File: src/rtl/dtmr_pkg.sv
// ============================================================================
// Module      : dtmr_pkg
// Description : Shared encodings and constants for the dtmr controller.
// Revision    : 1.0 - initial release
// ============================================================================
`default_nettype none

package dtmr_pkg;

    typedef enum logic [1:0] {
        MODE_AUTO   = 2'd0,
        MODE_HYBRID = 2'd1,
        MODE_MANUAL = 2'd2,
        MODE_SLEEP  = 2'd3
    } mode_t;

    typedef enum logic [0:0] {
        ST_SIMPLEX = 1'b0,
        ST_TMR     = 1'b1
    } state_t;

    localparam logic [7:0] c_corrupt_mask = 8'h55;
    localparam logic [3:0] c_lfsr_seed    = 4'b0001;

endpackage

`default_nettype wire

File: src/rtl/dtmr_lane.sv
// ============================================================================
// Module      : dtmr_lane
// Description : Combinational speed/direction lane with obstacle guarding.
// Revision    : 1.0 - initial release
// ============================================================================
`default_nettype none

module dtmr_lane
    import dtmr_pkg::*;
(
    input  logic [3:0] i_speed,
    input  logic [3:0] i_dir,
    input  logic [1:0] i_mode,
    input  logic       i_f1,
    input  logic       i_f2,
    input  logic       i_b1,
    input  logic       i_b2,
    output logic [3:0] o_speed,
    output logic [3:0] o_dir
);

    logic w_front;
    logic w_back;
    logic w_blocked;

    // Sensors are active low; only the obstacle ahead of travel matters.
    assign w_front   = ~i_f1 | ~i_f2;
    assign w_back    = ~i_b1 | ~i_b2;
    assign w_blocked = i_dir[3] ? w_back : w_front;

    always_comb begin
        o_speed = i_speed;
        o_dir   = i_dir;
        case (mode_t'(i_mode))
            MODE_AUTO:   o_speed = w_blocked ? 4'd0 : i_speed;
            MODE_HYBRID: o_speed = w_blocked ? (i_speed >> 1) : i_speed;
            MODE_MANUAL: o_speed = i_speed;
            MODE_SLEEP: begin
                o_speed = 4'd0;
                o_dir   = 4'd0;
            end
            default:     o_speed = i_speed;
        endcase
    end

endmodule

`default_nettype wire

File: src/rtl/dtmr.sv
// ============================================================================
// Module      : dtmr
// Description : Dynamic TMR speed/direction controller with internal fault
//               injection, majority voter and simplex/TMR state machine.
// Revision    : 1.0 - initial release
// ============================================================================
`default_nettype none

module dtmr
    import dtmr_pkg::*;
#(
    parameter int ERR_THRESH  = 8,
    parameter int HOLD_CYCLES = 4
) (
    input  logic       clk,
    input  logic       rst,
    input  logic [3:0] speed,
    input  logic [3:0] dir,
    input  logic [1:0] mode,
    input  logic [3:0] err_rate,
    input  logic       f1,
    input  logic       f2,
    input  logic       b1,
    input  logic       b2,
    output logic [3:0] speed_o,
    output logic [3:0] dir_o,
    output logic [2:0] fault,
    output logic       state_o
);

    localparam logic [3:0] c_thresh    = 4'(ERR_THRESH);
    localparam logic [1:0] c_hold_last = 2'(HOLD_CYCLES - 1);

    state_t     r_state;
    logic [1:0] r_hold;
    logic [3:0] r_lfsr;

    logic [7:0] w_lane_raw [3];
    logic [7:0] w_lane     [3];
    logic [7:0] w_vote;
    logic [2:0] w_fault;
    logic       w_inject;
    logic [1:0] w_target;
    logic       w_high_err;
    logic       w_sleep;

    assign w_inject   = (err_rate != 4'd0) && (r_lfsr < err_rate);
    assign w_target   = r_lfsr[1:0];
    assign w_high_err = (err_rate >= c_thresh);
    assign w_sleep    = (mode_t'(mode) == MODE_SLEEP);

    genvar g;
    generate
        for (g = 0; g < 3; g++) begin : g_lane
            dtmr_lane u_lane (
                .i_speed (speed),
                .i_dir   (dir),
                .i_mode  (mode),
                .i_f1    (f1),
                .i_f2    (f2),
                .i_b1    (b1),
                .i_b2    (b2),
                .o_speed (w_lane_raw[g][7:4]),
                .o_dir   (w_lane_raw[g][3:0])
            );
            // Target value 3 matches no lane, so that slot is fault-free.
            assign w_lane[g] = w_lane_raw[g] ^
                ((w_inject && (w_target == 2'(g))) ? c_corrupt_mask : 8'h00);
        end
    endgenerate

    assign w_vote = (w_lane[0] & w_lane[1]) |
                    (w_lane[0] & w_lane[2]) |
                    (w_lane[1] & w_lane[2]);

    always_comb begin
        w_fault = 3'b000;
        for (int i = 0; i < 3; i++) begin
            w_fault[i] = (w_lane[i] != w_vote);
        end
    end

    always_ff @(posedge clk or negedge rst) begin
        if (!rst) begin
            r_state <= ST_SIMPLEX;
            r_hold  <= 2'd0;
            r_lfsr  <= c_lfsr_seed;
            speed_o <= 4'd0;
            dir_o   <= 4'd0;
            fault   <= 3'b000;
        end else begin
            r_lfsr <= {r_lfsr[2:0], r_lfsr[3] ^ r_lfsr[2]};

            // Output selection uses the state held before this edge.
            if (r_state == ST_TMR) begin
                speed_o <= w_vote[7:4];
                dir_o   <= w_vote[3:0];
                fault   <= w_fault;
            end else begin
                speed_o <= w_lane[0][7:4];
                dir_o   <= w_lane[0][3:0];
                fault   <= 3'b000;
            end

            case (r_state)
                ST_SIMPLEX: begin
                    r_hold <= 2'd0;
                    if (w_high_err && !w_sleep) begin
                        r_state <= ST_TMR;
                    end
                end
                ST_TMR: begin
                    if (w_sleep) begin
                        r_state <= ST_SIMPLEX;
                        r_hold  <= 2'd0;
                    end else if (w_high_err) begin
                        r_hold <= 2'd0;
                    end else if (r_hold == c_hold_last) begin
                        r_state <= ST_SIMPLEX;
                        r_hold  <= 2'd0;
                    end else begin
                        r_hold <= r_hold + 2'd1;
                    end
                end
                default: begin
                    r_state <= ST_SIMPLEX;
                    r_hold  <= 2'd0;
                end
            endcase
        end
    end

    assign state_o = r_state;

endmodule

`default_nettype wire

File: config.mk
export PLATFORM = sky130hd
export DESIGN_NAME = dtmr
export DESIGN_NICKNAME = d
export VERILOG_FILES = /design/src/rtl/dtmr_pkg.sv /design/src/rtl/dtmr_lane.sv /design/src/rtl/dtmr.sv
export SDC_FILE = /design/constraint.sdc
export NUM_CORES = 1
export LEC_CHECK = 0
export CORE_ASPECT_RATIO = 0.75
export CORE_UTILIZATION = 40
export CTS_BUF_LIST = sky130_fd_sc_hd__clkbuf_16
export CTS_CLUSTER_DIAMETER = 200
export DETAILED_ROUTE_END_ITERATION = 16
export GPL_ROUTABILITY_DRIVEN = 0
export SLEW_MARGIN = 10
export SYNTH_ARGS = -nofsm -noshare
export SYNTH_HDL_FRONTEND = slang
export SYNTH_HIERARCHICAL = 1
export SYNTH_SLANG_ARGS = --single-unit
File: constraint.sdc
create_clock -name clk -period 2.6 [get_ports clk]
set_input_delay 0.52 -clock clk [delete_from_list [all_inputs] [get_ports clk]]
set_output_delay 0.52 -clock clk [all_outputs]
set_load 0.01 [all_outputs]
# Word level (Yosys, flattened, before mapping)
# Index checks and enable logic that the tools add are counted.
classes:
  eq_ne: 9
  n_reduce_logical: 9
  order_cmp: 2
  n_bitwise: 16
  addsub: 1
  n_mux: 20
ops:
  columns: ["cell", "count"]
  rows:
  - ["$and 8x8->8", 3]
  - ["$ne 8x8->1", 3]
  - ["$xor 8x7->8", 3]
  - ["$mux 7", 3]
  - ["$mux 4", 5]
  - ["$or 8x8->8", 2]
  - ["$pmux 4 s4", 1]
  - ["$eq 2x2->1 const B", 4]
  - ["$mux 2", 3]
  - ["$logic_and 1x1->1", 5]
  - ["$mux 1", 5]
  - ["$not 1->1", 5]
  - ["$eq 2x1->1 const B", 2]
  - ["$ge 4x4->1 const B", 1]
  - ["$logic_not 2->1", 2]
  - ["$lt 4x4->1", 1]
  - ["$pmux 2 s2", 1]
  - ["$reduce_bool 4->1", 1]
  - ["$mux 3", 1]
  - ["$add 2x1->2 const B", 1]
  - ["$or 1x1->1", 2]
  - ["$pmux 1 s2", 1]
  - ["$logic_not 1->1", 1]
  - ["$xor 1x1->1", 1]
totals:
  reg_bits: 18
  input_bits: 20
  elab_cells: 63

# Logic depth before layout (Yosys ltp)
# Gate-level depths: netlist of run 1.
depth:
  depth_word: 11
  mapped_depth: 10
  mapped_depth_nobuf: 9

# Cells and area by module
# The synthesis of run 1 kept the hierarchy.
by_module_without_submodules:
  columns: ["module", "seq_area_each_um2", "n_inst", "cells_per_inst", "area_each_um2"]
  rows:
  - ["dtmr", 451.7, 1, 273, 1951.9]
  - ["dtmr_lane", 0.0, 3, 23, 157.7]

# Worst setup path after synthesis of run 1
# Ideal clock, no wire load.
synth_path:
  path_kind: "input to register"
  startpoint: "input port dir[3]"
  endpoint: "register fault[2]"
  slack_ps: 159
  setup_ps: 124
  t_required_ps: 2476
  arrival_time_ps: 2317
  path_stages: 9
  n_path_buf: 1
  cell_sequence: "and3b_1 -> nor4_2 -> a211o_1 -> clkbuf_1 -> nand3b_1 -> nand4_1 -> a2111oi_0 -> a211oi_1 -> o31a_1"
synth_rtl:
  columns: ["item", "line", "text"]
  rows:
  - ["start, declared", "dtmr.sv:18", "input logic [3:0] dir,"]
  - ["end signal, assigned", "dtmr.sv:98", "fault <= w_fault;"]
  - ["end, declared", "dtmr.sv:27", "output logic [2:0] fault,"]

# Final worst setup path of run 1
layout_path:
  startpoint: "input port err_rate[1]"
  endpoint: "register dir_o[2]"
layout_via:
  elab_chain_cells: 9
  word_cells_on_any_way: 18
layout_rtl:
  columns: ["item", "line", "text"]
  rows:
  - ["start, declared", "dtmr.sv:20", "input logic [3:0] err_rate,"]
  - ["$lt 4x4->1 / $reduce_bool 4->1 (equally long branches)", "dtmr.sv:47", "assign w_inject = (err_rate != 4'd0) && (r_lfsr < err_rate);"]
  - ["$logic_and 1x1->1 (*)", "dtmr.sv:47", null]
  - ["$logic_and 1x1->1", "dtmr.sv:68", "((w_inject && (w_target == 2'(g))) ? c_corrupt_mask : 8'h00);"]
  - ["$mux 7", "dtmr.sv:68", null]
  - ["$xor 8x7->8", "dtmr.sv:67", "assign w_lane[g] = w_lane_raw[g] ^"]
  - ["$and 8x8->8, on equally long branches", "dtmr.sv:72, dtmr.sv:73", null]
  - ["$or 8x8->8", "dtmr.sv:72", "assign w_vote = (w_lane[0] & w_lane[1]) |"]
  - ["$or 8x8->8", "dtmr.sv:73", "(w_lane[0] & w_lane[2]) |"]
  - ["$mux 4 (*)", "dtmr.sv:95", "if (r_state == ST_TMR) begin"]
  - ["end signal, assigned", "dtmr.sv:97", "dir_o <= w_vote[3:0];"]
  - ["end signal, assigned", "dtmr.sv:101", "dir_o <= w_lane[0][3:0];"]
  - ["end, declared", "dtmr.sv:26", "output logic [3:0] dir_o,"]
# Mark *: on every way between the ends. The rest lies on a longest branch, timed or not.

==> results.txt, run 1 <==
Status - finished clean
Setup CP Type - input pin to flip-flop
DRT iter0 DRCs - 160
Post-synth EDFFs - 0
Final worst slack - 0.05059 ns
I/O pins - 32
Mapped Area - 2425 um2
DRT Pass-1 Iters - 5
Fraction of layout cells with a size suffix above 1 - 29.93%
Setup crit end kind - flip-flop
H-tree depth - 1
CTS tree - built
Dpl hpwl - 5901 um
Total GRT Usage - 24.50%
Die height - 69.43 um
Hold depth - 0
Gate count of the mapped netlist - 342
Final non-filler cell total - 519
# fillers - 532
Worst-path clk slew - 0.05 ns
Slew @ Worst Pin - 0.8293 ns
Routed Wire Length - 7828 um
Final hold vios - 0
Worst reg2reg setup slack - 0.47 ns
Clk_skew - 0.001189 ns
Seq/Total Area, Yosys - 18.63%
Crit path arrival time - 2.65 ns
RSZ-0062 raised after global routing - yes
Worst slack, placed - -0.6183 ns
PwrDens - 351.1 nW/um2
Hold Slack - 0.4291 ns
Most used DFF post-synth - dfrtp_1
Final critical-path share of the clock period - 98.05%
Die W - 91.91 um
Inst Count DP - 504
DRC - 0
Clock Tree Buf Depth - 2
Req. time, crit path - 2.70 ns
Commonest cells after routing, fill and taps aside - buf_4, nand2_1, a21oi_1, o21ai_0, clkdlybuf4s50_1
Met2 GRT Util - 37.40%
Peak supply drop - 281.3 uV
Setup TNS - 0 ns
Remaining global-route overflow - 0
Vias in the first global route - 2673
Nets - 466
Async S/R FF share, synth - 100.0%
Ys Warns - 6
CP max FO - 6
Final min period - 2.549 ns
Met3 Track Usage GR - 1.864%
FF-to-FF End - dir_o[2]
Antenna-violating nets left - 0
Die Area - 6381 um2
Slew headroom - 44.54%
Number of buffers created by CTS - 3
Type of origin of the critical path - input pin
Initial antenna violation count - 0
Core ar. - 5826 um2
Initial Util - 41.62%
Max cap viols - 0
Path depth of the worst reg2reg path - 7
Largest net degree at the start of global routing - 23
DR vias - 2936
Commonest non-fill, non-tap cell in the layout - buf_4
Setup violators final - 0
WHS Endpoint - r_lfsr[3]
Clock latency on the worst-skew pair - 0.25 ns
FP Rows - 24
Number of distinct library cells after synthesis - 61
ANT cells - 0
GR Layer Usage met1 - 37.90%
Area grow syn2layout - 51.08%
Fmax - 0.3922 GHz
Wire per inst - 15.08 um
Lkg Pwr - 1.620 nW
GR peak layer - met1
CTS sink count - 18
Worst r2r src - r_lfsr[1]
Clk root buf - clkbuf_16
Total power - 1.286 mW
Net Count, Synth - 366
Max-slew violation total from the final report - 0
FF/Latch Area - 451.7 um2
Hold_sp - r_lfsr[2]
Multi-input gate area - 1972 um2
Register bit total from synthesis - 18
First-pass GRT wire length - 12740 um
Syn avg cell area - 7.090 um2
HP Class - flip-flop to flip-flop
Port Buffers - 31
Via/cell ratio - 5.657
Yosys cell counts (4+ instances only):
| cell | n | area [um2] |
|---|---|---|
| a21o_1 | 4 | 30.03 |
| a21oi_1 | 27 | 135.1 |
| and2_1 | 13 | 81.33 |
| buf_2 | 4 | 20.02 |
| clkbuf_1 | 15 | 56.30 |
| dfrtp_1 | 17 | 425.4 |
| ha_1 | 4 | 50.05 |
| inv_1 | 16 | 60.06 |
| mux2i_1 | 8 | 80.08 |
| nand2_1 | 37 | 138.9 |
| nand2b_1 | 10 | 62.56 |
| nand3_1 | 16 | 80.08 |
| nand3b_1 | 6 | 45.04 |
| nand4_1 | 4 | 25.02 |
| nor2_1 | 19 | 71.32 |
| nor2b_1 | 6 | 37.54 |
| nor4_1 | 6 | 37.54 |
| o2111ai_1 | 6 | 52.55 |
| o211ai_1 | 6 | 45.04 |
| o21ai_0 | 27 | 135.1 |
| o21ai_1 | 4 | 20.02 |
| or2_2 | 7 | 43.79 |
| or3_1 | 8 | 50.05 |
| xor2_1 | 6 | 52.55 |
final cells by class:
type                       instances  area share [%]
multi-input combinational        288           53.83
sequential                        18           12.33
inverter                          16           1.639
clock inverter                     1          0.1025
tap                               78           2.664
clock buffer                       3           2.049
timing repair buffer             115           27.39
metrics by stage:
step | area [um2] | utilization, %
floorplan | 2425 | -
global placement | 3337 | 57.28
detailed placement | 3337 | 57.28
CTS | 3583 | 61.51
global route | 3664 | 62.89
finish | 3664 | 62.89
power breakdown:
| group | internal (mW) | switching [mW] |
|---|---|---|
| combinational | 0.339 | 0.319 |
| sequential | 0.309 | 0.0131 |
| clock | 0.204 | 0.102 |
how the worst max path moves through the flow:
stage	start	to	slack, ns	cells past startpoint
after floorplan	dir[3]	fault[2]	0.16	9
after global placement	dir[3]	fault[2]	-0.64	11
after detailed placement	dir[3]	fault[2]	-0.62	11
after CTS	dir[3]	fault[2]	0.008	11
after global routing	b2	fault[2]	-0.03	11
final	err_rate[1]	dir_o[2]	0.05	9
registers in the layout, indices dropped and copies added, names as in the netlist:
name and count:
dir_o 4, r_lfsr 4, speed_o 4, fault 3, r_hold 2, state_o 1
logic make-up after synthesis:
logic type / synth area share [%]
AO/OA/AOI/OAI: 28.85
XOR/XNOR: 2.528
adder cells (fa/ha/maj): 2.064
buffers and inverters: 5.831
flip-flops: 18.63
multiplexers: 3.303
AND/OR/NAND/NOR: 38.80
metal layers:
metal / vias up / wire length (um)
li1: 1470 / -
met1: 1380 / 3983
met2: 80 / 3455
met3: 6 / 330
met4: 0 / 59
met5: - / 0
critical path, stage by stage:
cell and delay, ns:
clkdlybuf4s50_1 0.49, inv_1 0.05, ha_1 0.32, a211oi_4 0.26, o21ai_2 0.17, buf_4 0.17
xnor2_1 0.14, a221oi_1 0.09, or4_1 0.44
what timing repair did:
item | 4_1_cts | 5_1_grt
gates resized for setup | 26 | 18
setup buffers | 8 | 2
cloned | 1 | 0
pin swaps | 9 | 13
endpoints found under the setup margin | 5 | 5
hold buffers | 0 | 0
No activity file was read; power rests on OpenSTA's default activity.
==> run 2: changes to the inputs <==
- ABC_AREA: not set -> 1
==> results.txt, run 2 <==
CTS tree - built (unchanged)
CP most frequent cell - nand2_1
Async S/R FF share, synth - 100.0% (unchanged)
Dpl hpwl - 5254 um (was 5901 um)
Crit path arrival time - 2.56 ns (was 2.65 ns)
I/O pins - 32 (unchanged)
CP max FO - 7 (was 6)
Ys Warns - 6 (unchanged)
CTS sink count - 18 (unchanged)
Syn avg cell area - 5.853 um2 (was 7.090 um2)
Slew @ Worst Pin - 0.5056 ns (was 0.8293 ns)
Hold Slack - 0.4285 ns (was 0.4291 ns)
Mapped Area - 2183 um2 (was 2425 um2)
Antenna-violating nets left - 0 (unchanged)
HP Class - flip-flop to flip-flop (unchanged)
Remaining global-route overflow - 0 (unchanged)
Via/cell ratio - 4.966 (was 5.657)
Setup TNS - 0 ns (unchanged)
Worst-path clk slew - 0.05 ns (about the same)
Synth top cells by count - nand2_1, inv_1, nand3_1, nand4_1, nor2_1 (was nand2_1, a21oi_1, o21ai_0, nor2_1, dfrtp_1)
Multi-input gate area - 1520 um2 (was 1972 um2)
Initial antenna violation count - 0 (unchanged)
CP Cell Sequence - clkdlybuf4s50_1, inv_1, ha_1, nand2_1, nand2_1, a21oi_4, buf_12, nand3_4, nand2_1, nand2_1, buf_4, nand3_1, inv_1, nor2_2, a21oi_1 (was clkdlybuf4s50_1, inv_1, ha_1, a211oi_4, o21ai_2, buf_4, xnor2_1, a221oi_1, or4_1)
Seq/Total Area, Yosys - 20.69% (was 18.63%)
Most used DFF post-synth - dfrtp_1 (unchanged)
Largest regs - dir_o: 4 flops, r_lfsr: 4 flops, speed_o: 4 flops (unchanged)
DRT iter0 DRCs - 133 (was 160)
Worst stage delay on the critical path - 0.48 ns (was 0.49 ns)
Initial Util - 43.11% (was 41.62%)
Setup CP Type - input pin to flip-flop (unchanged)
# fillers - 505 (was 532)
Register bit total from synthesis - 18 (unchanged)
Most frequent cell after synthesis - nand2_1 (unchanged)
Lkg Pwr - 1.839 nW (was 1.620 nW)
FP Rows - 22 (was 24)
Total GRT Usage - 24.22% (was 24.50%)
H-tree depth - 1 (unchanged)
Top post-synthesis cells by area - nand2_1, dfrtp_1, nand3_1 (was dfrtp_1, nand2_1, a21oi_1)
CP bufs+invs - 5 (was 3)
Synth top area share - 20.63% (was 17.54%)
Vias in the first global route - 2480 (was 2673)
Fmax - 0.4071 GHz (was 0.3922 GHz)
PwrDens - 355.3 nW/um2 (was 351.1 nW/um2)
Commonest non-fill, non-tap cell in the layout - nand2_1 (was buf_4)
Type of origin of the critical path - input pin (unchanged)
Clk root buf - clkbuf_16 (unchanged)
First-pass GRT wire length - 10890 um (was 12740 um)
Clock latency on the worst-skew pair - 0.25 ns (about the same)
Worst reg2reg setup slack - 0.58 ns (was 0.47 ns)
Final min period - 2.456 ns (was 2.549 ns)
Kind of cell adding the most delay to the critical path - buffers and inverters (unchanged)
Area grow syn2layout - 52.49% (was 51.08%)
Largest area contributor in the netlist - nand2_1 (was dfrtp_1)
Fraction of layout cells with a size suffix above 1 - 27.29% (was 29.93%)
Number of buffers created by CTS - 3 (unchanged)
Core ar. - 5065 um2 (was 5826 um2)
Slew headroom - 66.25% (was 44.54%)
Setup violators final - 0 (unchanged)
Die W - 87.31 um (was 91.91 um)
Port Buffers - 31 (unchanged)
Status - finished clean (unchanged)
Post-synth EDFFs - 0 (unchanged)
Die height - 65.99 um (was 69.43 um)
Wire per inst - 12.05 um (was 15.08 um)
Die Area - 5761 um2 (was 6381 um2)
Peak supply drop - 205.3 uV (was 281.3 uV)
Clk_skew - 0.003106 ns (was 0.001189 ns)
Max-slew violation total from the final report - 0 (unchanged)
Max cap viols - 0 (unchanged)
Setup crit end kind - flip-flop (unchanged)
ANT cells - 0 (unchanged)
Nets - 505 (was 466)
Net Count, Synth - 397 (was 366)
DRC - 0 (unchanged)
Crit-path slowest cell - clkdlybuf4s50_1 (unchanged)
Number of distinct library cells after synthesis - 30 (was 61)
Gate count of the mapped netlist - 373 (was 342)
Total power - 1.183 mW (was 1.286 mW)
Hold-fix buffers, CTS - 0 (unchanged)
Largest net degree at the start of global routing - 19 (was 23)
Final hold vios - 0 (unchanged)
DRT Pass-1 Iters - 5 (unchanged)
Routed Wire Length - 6654 um (was 7828 um)
DR vias - 2741 (was 2936)
FF/Latch Area - 451.7 um2 (unchanged)
Req. time, crit path - 2.71 ns (was 2.70 ns)
Clock Tree Buf Depth - 2 (unchanged)
Final critical-path share of the clock period - 94.47% (was 98.05%)
Commonest cells after routing, fill and taps aside - nand2_1, buf_4, inv_1, nand3_1, clkdlybuf4s50_1 (was buf_4, nand2_1, a21oi_1, o21ai_0, clkdlybuf4s50_1)
run 2: changes by cell type after synthesis, moves of 14 or more:
cell / previous run / this run
nand3_1: 16 / 54
a21oi_1: 27 / 3
nand2_1: 37 / 120
nand4_1: 4 / 25
inv_1: 16 / 57
clkbuf_1: 15 / 1
run 2: logic make-up after synthesis:
group | count (synthesis) | share of synthesized area (%)
simple gates | 248 | 55.24
fa+ha+maj | 4 | 2.292
flops | 18 | 20.69
buf+inv | 74 | 13.64
compound gates | 26 | 6.934
xor+xnor | 3 | 1.204
run 2: metrics by stage:
step | cell area (um2) | utilization, % | std cells | setup WS, ns
5_1_grt | 3329 | 65.74 | 552 | -0.03315
3_3_place_gp | 3113 | 61.46 | 545 | -0.2377
3_5_place_dp | 3113 | 61.46 | 545 | -0.2804
6_report | 3329 | 65.74 | 552 | 0.1439
2_1_floorplan | 2183 | - | 373 | 0.6010
4_1_cts | 3192 | 63.02 | 549 | 0.008724
run 2: power breakdown:
part	leakage, nW	switching [mW]	internal, mW
combinational	1.58	0.290	0.265
clock	0.0385	0.107	0.205
sequential	0.222	0.00915	0.307
run 2: area by class of cell:
cell class              instances  area share [%]
well taps                      72           2.706
multi-input cells             281           45.66
clock buffers                   3           2.255
flip-flops and latches         18           13.57
inverters                      69           7.854
repair buffers                108           27.85
clock inverters                 1          0.1127
run 2: what timing repair did:
item | CTS | global route
resized for setup | 1 | 32
setup buffers | 0 | 1
gates cloned | 0 | 2
pin swaps | 0 | 2
setup endpoints to repair | 1 | 4
run 2: worst paths after layout:
kind | startpoint | end | depth (start not counted)
setup / recovery | err_rate[3] | fault[2] | 15
hold reg to reg | r_lfsr[2] | r_lfsr[3] | 0
setup reg to reg | r_lfsr[3] | fault[2] | 13
hold / removal | r_lfsr[2] | r_lfsr[3] | 0
max in group asynchronous | rst | r_lfsr[0] | 2
min in group asynchronous | rst | dir_o[2] | 2
run 2: metal layers:
layer,GRT usage (%),wire (um),vias to the layer above
met4,3.893,36,0
li1,-,-,1440
met5,0,0,-
met3,3.995,259,7
met2,38.48,2956,65
met1,34.80,3402,1229
==> run 3: changes to the inputs <==
- CTS_CLUSTER_DIAMETER: 200 -> 100
- GPL_TIMING_DRIVEN: not set -> 0
- PLACE_DENSITY: not set -> 0.73
- SYNTH_HIERARCHICAL: 1 -> not set
==> results.txt, run 3 <==
Status - finished clean (unchanged)
Crit-path slowest cell - clkdlybuf4s50_1 (unchanged)
Ys Warns - 0 (was 6)
HP Class - flip-flop to flip-flop (unchanged)
Crit path arrival time - 2.00 ns (was 2.56 ns)
Via/cell ratio - 4.687 (was 4.966)
Max cap viols - 0 (unchanged)
Area grow syn2layout - 48.20% (was 52.49%)
Die W - 55.84 um (was 87.31 um)
Max-slew violation total from the final report - 0 (unchanged)
Die Area - 2367 um2 (was 5761 um2)
Antenna-violating nets left - 0 (unchanged)
Setup crit end kind - flip-flop (unchanged)
ANT cells - 0 (unchanged)
Async S/R FF share, synth - 100.0% (unchanged)
DRC - 0 (unchanged)
Metal-1 WL - 702 um (was 3402 um)
Routed Wire Length - 1626 um (was 6654 um)
Largest net degree at the start of global routing - 19 (unchanged)
Synth top cells by count - dfrtp_1, nand2_1, inv_1, nand3_1, nor2_1 (was nand2_1, inv_1, nand3_1, nand4_1, nor2_1)
Post-synth EDFFs - 0 (unchanged)
CTS tree - built (unchanged)
Post-CTS resize count - 0 (was 1)
Port Buffers - 31 (unchanged)
CP bufs+invs - 2 (was 5)
Most used DFF post-synth - dfrtp_1 (unchanged)
RSZ-0062 raised after global routing - no
Vias in the first global route - 670 (was 2480)
Peak supply drop - 627.7 uV (was 205.3 uV)
Setup bufs post-CTS - 0 (unchanged)
Final critical-path share of the clock period - 71.92% (was 94.47%)
Commonest non-fill, non-tap cell in the layout - clkdlybuf4s50_1 (was nand2_1)
DRT iter0 DRCs - 9 (was 133)
Slew headroom - 48.26% (was 66.25%)
Setup CP Type - input pin to flip-flop (unchanged)
Largest area contributor in the netlist - dfrtp_1 (was nand2_1)
Met2 WL post-DR - 792 um (was 2956 um)
Setup TNS - 0 ns (unchanged)
Die height - 42.38 um (was 65.99 um)
First-pass GRT wire length - 2870 um (was 10890 um)
Req. time, crit path - 2.73 ns (was 2.71 ns)
PwrDens - 587.8 nW/um2 (was 355.3 nW/um2)
I/O pins - 32 (unchanged)
Slew @ Worst Pin - 0.7737 ns (was 0.5056 ns)
Largest regs - dir_o: 4 flops, r_lfsr: 4 flops, speed_o: 4 flops (unchanged)
Inst Count DP - 146 (was 545)
Total GRT Usage - 16.02% (was 24.22%)
Nets - 151 (was 505)
Remaining global-route overflow - 0 (unchanged)
Clk root buf - clkbuf_16 (unchanged)
Clock latency on the worst-skew pair - 0.25 ns (about the same)
Top post-synthesis cells by area - dfrtp_1, nand2_1, ha_1 (was nand2_1, dfrtp_1, nand3_1)
Final hold vios - 0 (unchanged)
CTS sink count - 18 (unchanged)
DRT Pass-1 Iters - 4 (was 5)
Core ar. - 2032 um2 (was 5065 um2)
Final min period - 1.870 ns (was 2.456 ns)
Syn avg cell area - 9.556 um2 (was 5.853 um2)
WP depth - 6 (was 15)
Initial Util - 42.80% (was 43.11%)
Seq/Total Area, Yosys - 51.94% (was 20.69%)
DR vias - 703 (was 2741)
Fraction of layout cells with a size suffix above 1 - 12.70% (was 27.29%)
Hold-fix buffers, CTS - 0 (unchanged)
Number of buffers created by CTS - 3 (unchanged)
Mapped Area - 869.6 um2 (was 2183 um2)
Gate count of the mapped netlist - 91 (was 373)
Path depth of the worst reg2reg path - 4 (was 13)
Hold depth - 0 (unchanged)
Total power - 0.7575 mW (was 1.183 mW)
H-tree depth - 1 (unchanged)
Clock Tree Buf Depth - 2 (unchanged)
Clk_skew - 0.004189 ns (was 0.003106 ns)
Type of origin of the critical path - input pin (unchanged)
Number of distinct library cells after synthesis - 21 (was 30)
Initial antenna violation count - 0 (unchanged)
Lkg Pwr - 0.6404 nW (was 1.839 nW)
Wire per inst - 10.84 um (was 12.05 um)
Setup violators final - 0 (unchanged)
Net Count, Synth - 115 (was 397)
FP Rows - 14 (was 22)
Dpl hpwl - 1304 um (was 5254 um)
CP max FO - 4 (was 7)
Synth top area share - 48.92% (was 20.63%)
Worst stage delay on the critical path - 0.49 ns (was 0.48 ns)
Register bit total from synthesis - 18 (unchanged)
Met3 WL post-DR - 131 um (was 259 um)
Final non-filler cell total - 150 (was 552)
Worst-path clk slew - 0.05 ns (about the same)
Top sig layer - met3 (was met4)
CP Cell Sequence - clkdlybuf4s50_1, inv_1, ha_1, a21oi_2, nand4_4, xor2_1 (was clkdlybuf4s50_1, inv_1, ha_1, nand2_1, nand2_1, a21oi_4, buf_12, nand3_4, nand2_1, nand2_1, buf_4, nand3_1, inv_1, nor2_2, a21oi_1)
Fmax - 0.5348 GHz (was 0.4071 GHz)
Kind of cell adding the most delay to the critical path - buffers and inverters (unchanged)
Commonest cells after routing, fill and taps aside - clkdlybuf4s50_1, nand2_1, dfrtp_1, inv_1, nand3_1 (was nand2_1, buf_4, inv_1, nand3_1, clkdlybuf4s50_1)
## run 3: kinds of logic after synthesis
group,synth area share (%)
flops,51.94
xor+xnor,4.893
compound gates,3.308
fa+ha+maj,5.756
simple gates,27.63
buf+inv,6.474
## run 3: path summary, 6_finish.rpt
path | startpoint | endpoint | slack [ns]
setup reg to reg | r_lfsr[3] | dir_o[0] | 1.22
hold reg to reg | r_lfsr[2] | r_lfsr[3] | 0.42
setup / recovery | err_rate[3] | dir_o[0] | 0.73
max in group asynchronous | rst | state_o | 1.39
hold / removal | r_lfsr[2] | r_lfsr[3] | 0.42
min in group asynchronous | rst | speed_o[2] | 0.73
## run 3: metal layers
metal / vias up / GRT usage, %
met2: 26 / 25.54
met5: - / 0
li1: 363 / -
met4: 0 / 4.390
met3: 0 / 7.407
met1: 314 / 19.80
## run 3: area by class of cell
type | instances | area [um2]
clock buffer | 3 | 75.07
clock inverter | 1 | 3.754
fill | 187 | 743.2
inverter | 15 | 56.30
multi-input combinational | 58 | 361.6
sequential | 18 | 451.7
tap | 24 | 30.03
timing repair buffer | 31 | 310.3
## run 3: where the power goes
| group | internal, mW | switching [mW] |
|---|---|---|
| registers | 0.301 | 0.00841 |
| clock network | 0.204 | 0.101 |
| logic | 0.0811 | 0.0610 |
## run 3: per-stage QoR
stage | hold slack [ns] | utilization, % | area [um2] | setup WS, ns
global placement | 0.4154 | 59.54 | 1210 | 0.4796
floorplan | 0.2244 | - | 869.6 | 1.089
detailed placement | 0.4179 | 59.54 | 1210 | 0.4565
CTS | 0.4291 | 63.42 | 1289 | 0.7159
finish | 0.4236 | 63.42 | 1289 | 0.7300
global route | 0.4369 | 63.42 | 1289 | 0.6162
